### config.mk
export PLATFORM = sky130hd
export DESIGN_NAME = meta_downsizer_flat
export DESIGN_NICKNAME = d
export VERILOG_FILES = /design/src/rtl/meta_downsizer_pkg.sv /design/src/rtl/meta_downsizer_if.sv /design/src/rtl/meta_downsizer.sv /design/src/flat_wrapper.sv
export SDC_FILE = /design/constraint.sdc
export NUM_CORES = 1
export LEC_CHECK = 0
export ABC_CLOCK_PERIOD_IN_PS = 1900
export CAP_MARGIN = 20
export CELL_PAD_IN_SITES_DETAIL_PLACEMENT = 1
export CELL_PAD_IN_SITES_GLOBAL_PLACEMENT = 1
export CORE_ASPECT_RATIO = 0.75
export CORE_UTILIZATION = 36
export CTS_BUF_LIST = sky130_fd_sc_hd__clkbuf_16
export DETAILED_ROUTE_END_ITERATION = 8
export GPL_TIMING_DRIVEN = 0
export PLACE_DENSITY = 0.82
export SLEW_MARGIN = 5
export SYNTH_ARGS = -nofsm -noshare
export SYNTH_HDL_FRONTEND = slang
export SYNTH_SLANG_ARGS = --single-unit
### constraint.sdc
create_clock -name aclk -period 1.9 [get_ports aclk]
set_input_delay 0.38 -clock aclk [delete_from_list [all_inputs] [get_ports aclk]]
set_output_delay 0.38 -clock aclk [all_outputs]
set_load 0.03 [all_outputs]
### src/rtl/meta_downsizer_pkg.sv
// Shared definitions for the meta channel downsizer: state encoding and
// width arithmetic used to derive beat counts from the bus widths.
package meta_downsizer_pkg;

  localparam int DEF_IN_BITS  = 96;
  localparam int DEF_OUT_BITS = 32;

  typedef enum logic {
    ST_IDLE = 1'b0,
    ST_SEND = 1'b1
  } ds_state_e;

  function automatic int beats_for(input int in_bits, input int out_bits);
    return (in_bits + out_bits - 1) / out_bits;
  endfunction

  // A single-beat configuration still needs a 1-bit counter to stay legal.
  function automatic int cnt_bits_for(input int n_beats);
    return (n_beats > 1) ? $clog2(n_beats) : 1;
  endfunction

endpackage

### src/rtl/meta_downsizer_if.sv
// valid/ready/data meta channel; m is the sending side, s the receiving side.
interface meta_downsizer_if #(
  parameter int DATA_BITS = 32
) ();
  logic                 valid;
  logic                 ready;
  logic [DATA_BITS-1:0] data;

  modport m (output valid, output data, input ready);
  modport s (input valid, input data, output ready);
endinterface

### src/rtl/meta_downsizer.sv
// Serialises one IN_BITS meta word into N_BEATS OUT_BITS beats, LSB slice first,
// with registered outputs and no bubble between consecutive words.
module meta_downsizer
  import meta_downsizer_pkg::*;
#(
  parameter int IN_BITS  = DEF_IN_BITS,
  parameter int OUT_BITS = DEF_OUT_BITS
) (
  input  logic          aclk,
  input  logic          aresetn,
  meta_downsizer_if.s   s_meta,
  meta_downsizer_if.m   m_meta
);

  localparam int N_BEATS   = beats_for(IN_BITS, OUT_BITS);
  localparam int CNT_BITS  = cnt_bits_for(N_BEATS);
  localparam int HOLD_BITS = N_BEATS * OUT_BITS;
  localparam logic [CNT_BITS-1:0] CNT_LAST = CNT_BITS'(N_BEATS - 1);

  if (OUT_BITS > IN_BITS) begin : g_bad_width
    $error("meta_downsizer: OUT_BITS must not exceed IN_BITS");
  end

  ds_state_e              state_q, state_d;
  logic [CNT_BITS-1:0]    cnt_q, cnt_d;
  logic [HOLD_BITS-1:0]   hold_q, hold_d;
  logic [OUT_BITS-1:0]    data_q, data_d;
  logic [HOLD_BITS-1:0]   word_ext;
  logic                   s_rdy, s_fire, m_fire, load;

  // Zero-extension gives the padding of the final beat for free.
  assign word_ext = HOLD_BITS'(s_meta.data);

  // Ready combinationally follows m_meta.ready on the last beat so the next
  // word loads in the same cycle the last beat leaves.
  assign s_rdy  = aresetn && ((state_q == ST_IDLE) ||
                              (m_meta.ready && (cnt_q == CNT_LAST)));
  assign s_fire = s_meta.valid && s_rdy;
  assign m_fire = (state_q == ST_SEND) && m_meta.ready;

  assign s_meta.ready = s_rdy;
  assign m_meta.valid = (state_q == ST_SEND);
  assign m_meta.data  = data_q;

  always_ff @(posedge aclk) begin
    if (!aresetn) begin
      state_q <= ST_IDLE;
      cnt_q   <= '0;
      hold_q  <= '0;
      data_q  <= '0;
    end else begin
      state_q <= state_d;
      cnt_q   <= cnt_d;
      hold_q  <= hold_d;
      data_q  <= data_d;
    end
  end

  // hold_q keeps only the beats still to be sent after data_q, so advancing
  // is a plain shift rather than a variable slice.
  always_comb begin
    state_d = state_q;
    cnt_d   = cnt_q;
    hold_d  = hold_q;
    data_d  = data_q;
    load    = 1'b0;
    case (state_q)
      ST_IDLE: begin
        if (s_fire) load = 1'b1;
      end
      ST_SEND: begin
        if (m_fire) begin
          if (cnt_q != CNT_LAST) begin
            cnt_d  = cnt_q + CNT_BITS'(1);
            data_d = hold_q[OUT_BITS-1:0];
            hold_d = hold_q >> OUT_BITS;
          end else if (s_fire) begin
            load = 1'b1;
          end else begin
            state_d = ST_IDLE;
          end
        end
      end
      default: state_d = ST_IDLE;
    endcase
    if (load) begin
      state_d = ST_SEND;
      cnt_d   = '0;
      data_d  = word_ext[OUT_BITS-1:0];
      hold_d  = word_ext >> OUT_BITS;
    end
  end

endmodule

### src/flat_wrapper.sv
// flat-port wrapper written by rule: the top's interface ports become plain ports
module meta_downsizer_flat import meta_downsizer_pkg::*;
#(
  parameter int IN_BITS  = DEF_IN_BITS,
  parameter int OUT_BITS = DEF_OUT_BITS
)
  (aclk, aresetn, s_meta_valid, s_meta_data, s_meta_ready, m_meta_valid, m_meta_data, m_meta_ready);
  meta_downsizer_if #(.DATA_BITS(96)) s_meta_i ();
  meta_downsizer_if #(.DATA_BITS(32)) m_meta_i ();
  input  logic aclk;
  input  logic aresetn;
  input wire logic [$bits(s_meta_i.valid)-1:0] s_meta_valid;
  input wire logic [$bits(s_meta_i.data)-1:0] s_meta_data;
  output wire logic [$bits(s_meta_i.ready)-1:0] s_meta_ready;
  output wire logic [$bits(m_meta_i.valid)-1:0] m_meta_valid;
  output wire logic [$bits(m_meta_i.data)-1:0] m_meta_data;
  input wire logic [$bits(m_meta_i.ready)-1:0] m_meta_ready;
  assign s_meta_i.valid = s_meta_valid;
  assign s_meta_i.data = s_meta_data;
  assign s_meta_ready = s_meta_i.ready;
  assign m_meta_valid = m_meta_i.valid;
  assign m_meta_data = m_meta_i.data;
  assign m_meta_i.ready = m_meta_ready;
  meta_downsizer #(.IN_BITS(IN_BITS), .OUT_BITS(OUT_BITS)) u_core (.aclk(aclk), .aresetn(aresetn), .s_meta(s_meta_i), .m_meta(m_meta_i));
endmodule
==> out/metrics.yaml, run 1 <==
route:
  dr.pass1.iters: 9
  ant_nets: 0
  routedWlPerCell_um: 19.42
  viasPerCell: 5.625
  drc_errors: 11
  wirelength_um: 18140
  drt_iter0_markers: 260
  vias: 5254
setup_path:
  worstPathRequired_ns: 1.52
  path_buf_inv: 4
  start_kind: "flip-flop"
  crit_path_max_incr_delay_ns: 0.33
  cp-end-kind: "output port"
  crit_slowest_cell: "dfxtp_2"
  crit_chain: "inv_2 > ha_4 > a21boi_4 > buf_6 > buf_8 > nor2_2 > buf_4"
  worst-path-max-fanout: 10
  crit_type: "flip-flop to output port"
  cp_top_family: "buffers and inverters"
  cp.arrival_ns: 1.51
yosys:
  syn_avg_cell_area_um2: 8.365
  synthFlopType: "dfxtp_1"
  ys_seq_area_frac: 0.3897
  async_flop_share: 0
  netlist_area_mm2: 0.005086
  synth.distinct_cells: 28
  synth-edff-count: 0
  ys_warn_count: 0
  ys_seq_elements: 99
  synth_nets: 709
  syn_inst: 608
global_routing:
  grt_pass1_vias: 5399
  grt_max_degree: 16
  grt_remaining_overflow: 0
  antenna_found_initial: 0
  gr-usage-all-layers: 0.2484
  grt_pass1_wl_um: 28540
clocking:
  cts_buffer_depth: 2
  cts.clk_slew.worst_paths_ns: 0.07
  insertion_delay_ns: 0.35
  cts_tree: "built"
  cts_hold_buf: 0
  clock-sinks: 99
  cts-buffers-inserted: 9
  htree_levels: 3
  root_buffer: "clkbuf_16"
run_status:
  violations: "DRC"
  status: "complete, but fails checks"
sta:
  skew_ns: 0.009455
  finalCritPeriodShare: 0.9928
  setup_violations: 0
  relSlewSlack: 0.6360
  fin_crit_ns: 1.886
  rsz0062_at_grt: "yes"
  tightest_slew_ns: 0.5460
  tns_ns: 0
  hold_violations: 0
  fmax_ghz: 0.5301
  report.final.slew_viol_count: 0
layout:
  drive_above_1_share: 0.09486
  num_antenna_cells: 0
  layout_commonest_cell: "clkdlybuf4s50_1"
  final_cells: 934
  syn_to_final_growth_pct: 38.15
  design_area_mm2: 0.007027
  layout.nets: 855
  final_cell_mix: "130 x clkdlybuf4s50_1, 97 x dfxtp_1, 66 x nand2_1"
  fill_cells: 1604
floorplanning:
  die_h_um: 104.9
  dieArea_mm2: 0.01461
  io_pins: 134
  coreArea_mm2: 0.01375
  rows: 37
  die_x_um: 139.3
  initial_core_util: 0.3699
placed_design:
  gp_congestion: 0.8091
  port_buffers: 132
  dp_hpwl_um: 13640
  dpl.cell_count: 915
  place_area_mm2: 0.006626
power_and_ir_drop:
  power_mw: 5.019
  ir_worst_vdd_uv: 394.9
  power_leakage_nw: 2.371
  powerDensity_mw_per_mm2: 714.2
run:
  cap_violations: 0
hold_path:
  hold_class: "input port to flip-flop"
## power by group
part	switching (mW)	internal [mW]	leakage, nW
sequential	0.0887	2.20	0.811
combinational	0.553	0.516	1.43
clock	0.795	0.870	0.129
total	1.44	3.58	2.37
## layer usage
layer	share of wire	vias up	wire [µm]	track usage
li1	-	2523	-	-
met1	0.50	2553	9001	0.3497
met2	0.45	158	8115	0.3877
met3	0.044	20	802	0.04995
met4	0.012	0	220	0.05714
met5	0	-	0	0
## area by class of cell
cell class	count	area, µm²	area share
multi-input cells	433	2808	0.3996
plain buffers	72	391.6	0.05573
clock buffers	9	225.2	0.03205
clock inverters	7	36.28	0.005164
flip-flops and latches	99	1984	0.2824
well taps	175	219.0	0.03116
inverters	2	7.507	0.001068
repair buffers	137	1355	0.1928
## flip-flops by register name, summed over array words and instances (netlist names)
name / count
u_core.m_meta.valid: 1
u_core.m_meta.data: 32
u_core.hold_q: 64
u_core.cnt_q: 2
## worst reg2reg max path, stage by stage (launching register included)
cell and delay, ns:
dfxtp_2 0.33, inv_2 0.05, ha_4 0.17, buf_4 0.16, a21bo_1 0.23, clkbuf_1 0.24
and3_1 0.27, o31a_1 0.27
## cells in the mapped netlist, types with 2 or more instances
cell,count,share of area
nand2_1,67,0.049
a21boi_1,5,0.0074
clkbuf_1,34,0.025
nand3b_1,33,0.049
buf_1,4,0.0030
buf_2,31,0.031
nor3_1,32,0.031
nand2b_1,32,0.039
buf_4,3,0.0044
a21boi_0,28,0.041
buf_6,2,0.0044
dfxtp_1,99,0.39
nand3_1,32,0.031
and3_1,32,0.039
nor2_1,3,0.0022
o31a_1,32,0.055
o211ai_1,32,0.047
and2_1,2,0.0025
nor3b_1,32,0.047
inv_1,2,0.0015
a311oi_1,32,0.055
a21oi_1,33,0.032
## path summary, 6_finish.rpt
path | start | endpoint | slack [ns] | depth (start not counted)
worst min register to register | u_core.hold_q[33] | u_core.hold_q[1] | 0.49 | 2
worst max-delay path | u_core.cnt_q[0] | s_meta_ready | 0.01 | 7
worst max register to register | u_core.cnt_q[0] | u_core.m_meta.data[10] | 0.07 | 7
worst min-delay path | aresetn | u_core.m_meta.data[0] | 0.37 | 2
## timing repair
action | 4_1_cts | 5_1_grt
setup buffers | 2 | 3
endpoints found under the setup margin | 33 | 69
endpoints found under the hold margin | 0 | 0
gates resized for setup | 21 | 30
pin swaps | 1 | 1
## cells by family after synthesis
kind of cell	synth area share
compound gates	0.2426
xor+xnor	0.001722
fa+ha+maj	0.002460
buf+inv	0.06888
flops	0.3897
simple gates	0.2947
## per-stage QoR
step	utilization	hold WS, ns	setup slack, ns
detailed placement	0.4819	0.4793	-0.8173
global placement	0.4819	0.4729	-0.8283
finish	0.5111	0.3667	0.01373
floorplan	-	0.4606	0.05134
CTS	0.5049	0.3565	0.001040
global route	0.5111	0.3612	-0.04373
Note: power is estimated with default switching activity, not from simulation.
==> run 2, diff against run 1 <==
Settings changed: ABC_CLOCK_PERIOD_IN_PS 1900 to 2240, CORE_UTILIZATION 36 to 39, PLACE_DENSITY 0.82 to 0.87.
Clock period 1.9 ns to 2.24 ns, I/O delays scaled along.
==> out/metrics.yaml, run 2 (same netlist as run 1, synthesis figures left out) <==
run_status:
  status: "finished, final reports clean"
clocking:
  clock-sinks: 99
  cts.clk_slew.worst_paths_ns: 0.07
  htree_levels: 3
  cts-buffers-inserted: 9
  insertion_delay_ns: 0.36
  root_buffer: "clkbuf_16"
  cts_buffer_depth: 2
  cts_hold_buf: 0
  cts_tree: "built"
run:
  cap_violations: 0
setup_path:
  path_buf_inv: 3
  crit_chain: "clkdlybuf4s50_1 > a21boi_2 > buf_6 > nor2_1 > clkdlybuf4s15_2"
  worst-path-max-fanout: 5
  start_kind: "input port"
  cp_top_family: "buffers and inverters"
  crit_type: "input port to output port"
  cp.arrival_ns: 1.73
  cp-end-kind: "output port"
  worstPathRequired_ns: 1.79
  crit_slowest_cell: "clkdlybuf4s50_1"
  crit_path_max_incr_delay_ns: 0.60
sta:
  hold_violations: 0
  relSlewSlack: 0.5843
  tightest_slew_ns: 0.6235
  finalCritPeriodShare: 0.9706
  whs_ns: 0.4074
  fmax_ghz: 0.4599
  fin_crit_ns: 2.174
  setup_violations: 0
  report.final.slew_viol_count: 0
  skew_ns: 0.006823
  rsz0062_at_grt: "no"
global_routing:
  gr-usage-all-layers: 0.2749
  grt_remaining_overflow: 0
  grt_max_degree: 19
  grt_pass1_wl_um: 28750
  antenna_found_initial: 0
  grt_pass1_vias: 5324
layout:
  multi_input_area_mm2: 0.002770
  layout.nets: 851
  final_cells: 921
  final_cell_mix: "131 x clkdlybuf4s50_1, 99 x dfxtp_1, 67 x nand2_1"
  fill_cells: 1467
  num_antenna_cells: 0
  drive_above_1_share: 0.07285
  post-route-util: 0.5579
  top_register: "u_core.hold_q"
  syn_to_final_growth_pct: 36.90
  regArea_mm2: 0.001982
  layout_commonest_cell: "clkdlybuf4s50_1"
  largest_register_ff_count: 64
route:
  routedWlPerCell_um: 19.81
  viasPerCell: 5.713
  drt_iter0_markers: 374
  wirelength_um: 18240
  dr.pass1.iters: 4
  ant_nets: 0
  drc_errors: 0
  vias: 5262
power_and_ir_drop:
  ir_worst_vdd_uv: 383.6
  powerDensity_mw_per_mm2: 653.5
  power_leakage_nw: 2.341
  power_mw: 4.550
placed_design:
  gp_congestion: 0.8294
  port_buffers: 132
  dpl.cell_count: 906
  dp_hpwl_um: 13750
floorplanning:
  dieArea_mm2: 0.01351
  initial_core_util: 0.4075
  die_x_um: 133.9
  rows: 35
  die_h_um: 100.9
  io_pins: 134
  coreArea_mm2: 0.01248
hold_path:
  hold_class: "input port to flip-flop"
## run 2: cell types whose count changed in the layout (fill, tap and decap cells not counted), sizes merged
cell / delta
clkinvlp: -1
clkdlybuf4s50: +1
bufinv: +2
clkinv: -3
buf: +4
inv: +2
dlygate4sd2: -1
clkdlybuf4s15: +1
clkbuf: -9
## run 2: what timing repair did
| item | CTS | global route |
|---|---|---|
| gates resized for setup | 7 | 1 |
| setup endpoints to repair | 1 | 1 |
| buffers inserted | 1 | 0 |
## run 2: per-layer routing
| layer | share of wire | GRT usage | up-vias |
|---|---|---|---|
| met4 | 0.020 | 0.08654 | 0 |
| met3 | 0.054 | 0.05229 | 26 |
| met5 | 0 | 0 | - |
| li1 | - | - | 2505 |
| met2 | 0.44 | 0.4344 | 167 |
| met1 | 0.49 | 0.3775 | 2564 |
## run 2: per-stage QoR
step	setup TNS [ns]	instance area, µm²	setup WS, ns
4_1_cts	0	6953	0.05033
2_1_floorplan	0	5086	0.3136
6_report	0	6963	0.06583
3_3_place_gp	-1.564	6615	-0.5047
5_1_grt	0	6963	0.02170
3_5_place_dp	-3.868	6615	-0.5434
## run 2: worst register-to-register path, stage by stage, from the launching register on
cell,delay (ns)
dfxtp_1,0.33
inv_1,0.10
ha_4,0.21
a21boi_2,0.20
buf_6,0.14
buf_4,0.23
buf_2,0.26
o211ai_1,0.14
a21oi_1,0.24
## run 2: final timing paths
path                     startpoint                endpoint  slack [ns]  depth (start not counted)
setup reg to reg    u_core.cnt_q[0]       u_core.hold_q[50]        0.31                          8
hold reg to reg   u_core.hold_q[46]       u_core.hold_q[46]        0.50                          2
hold / removal              aresetn  u_core.m_meta.data[30]        0.41                          2
setup / recovery       m_meta_ready            s_meta_ready        0.07                          5
## run 2: power breakdown
group          switching [mW]  total, mW  internal (mW)
clock network           0.742       1.73          0.992
logic                   0.462      0.879          0.417
registers              0.0755       1.94           1.86
## run 2: final cells by class
| class | instances | share of cell area |
|---|---|---|
| sequential | 99 | 0.2846 |
| buffer | 72 | 0.04870 |
| clock inverter | 7 | 0.01456 |
| inverter | 2 | 0.001078 |
| tap | 166 | 0.02983 |
| clock buffer | 9 | 0.03235 |
| multi-input combinational | 433 | 0.3978 |
| timing repair buffer | 133 | 0.1910 |
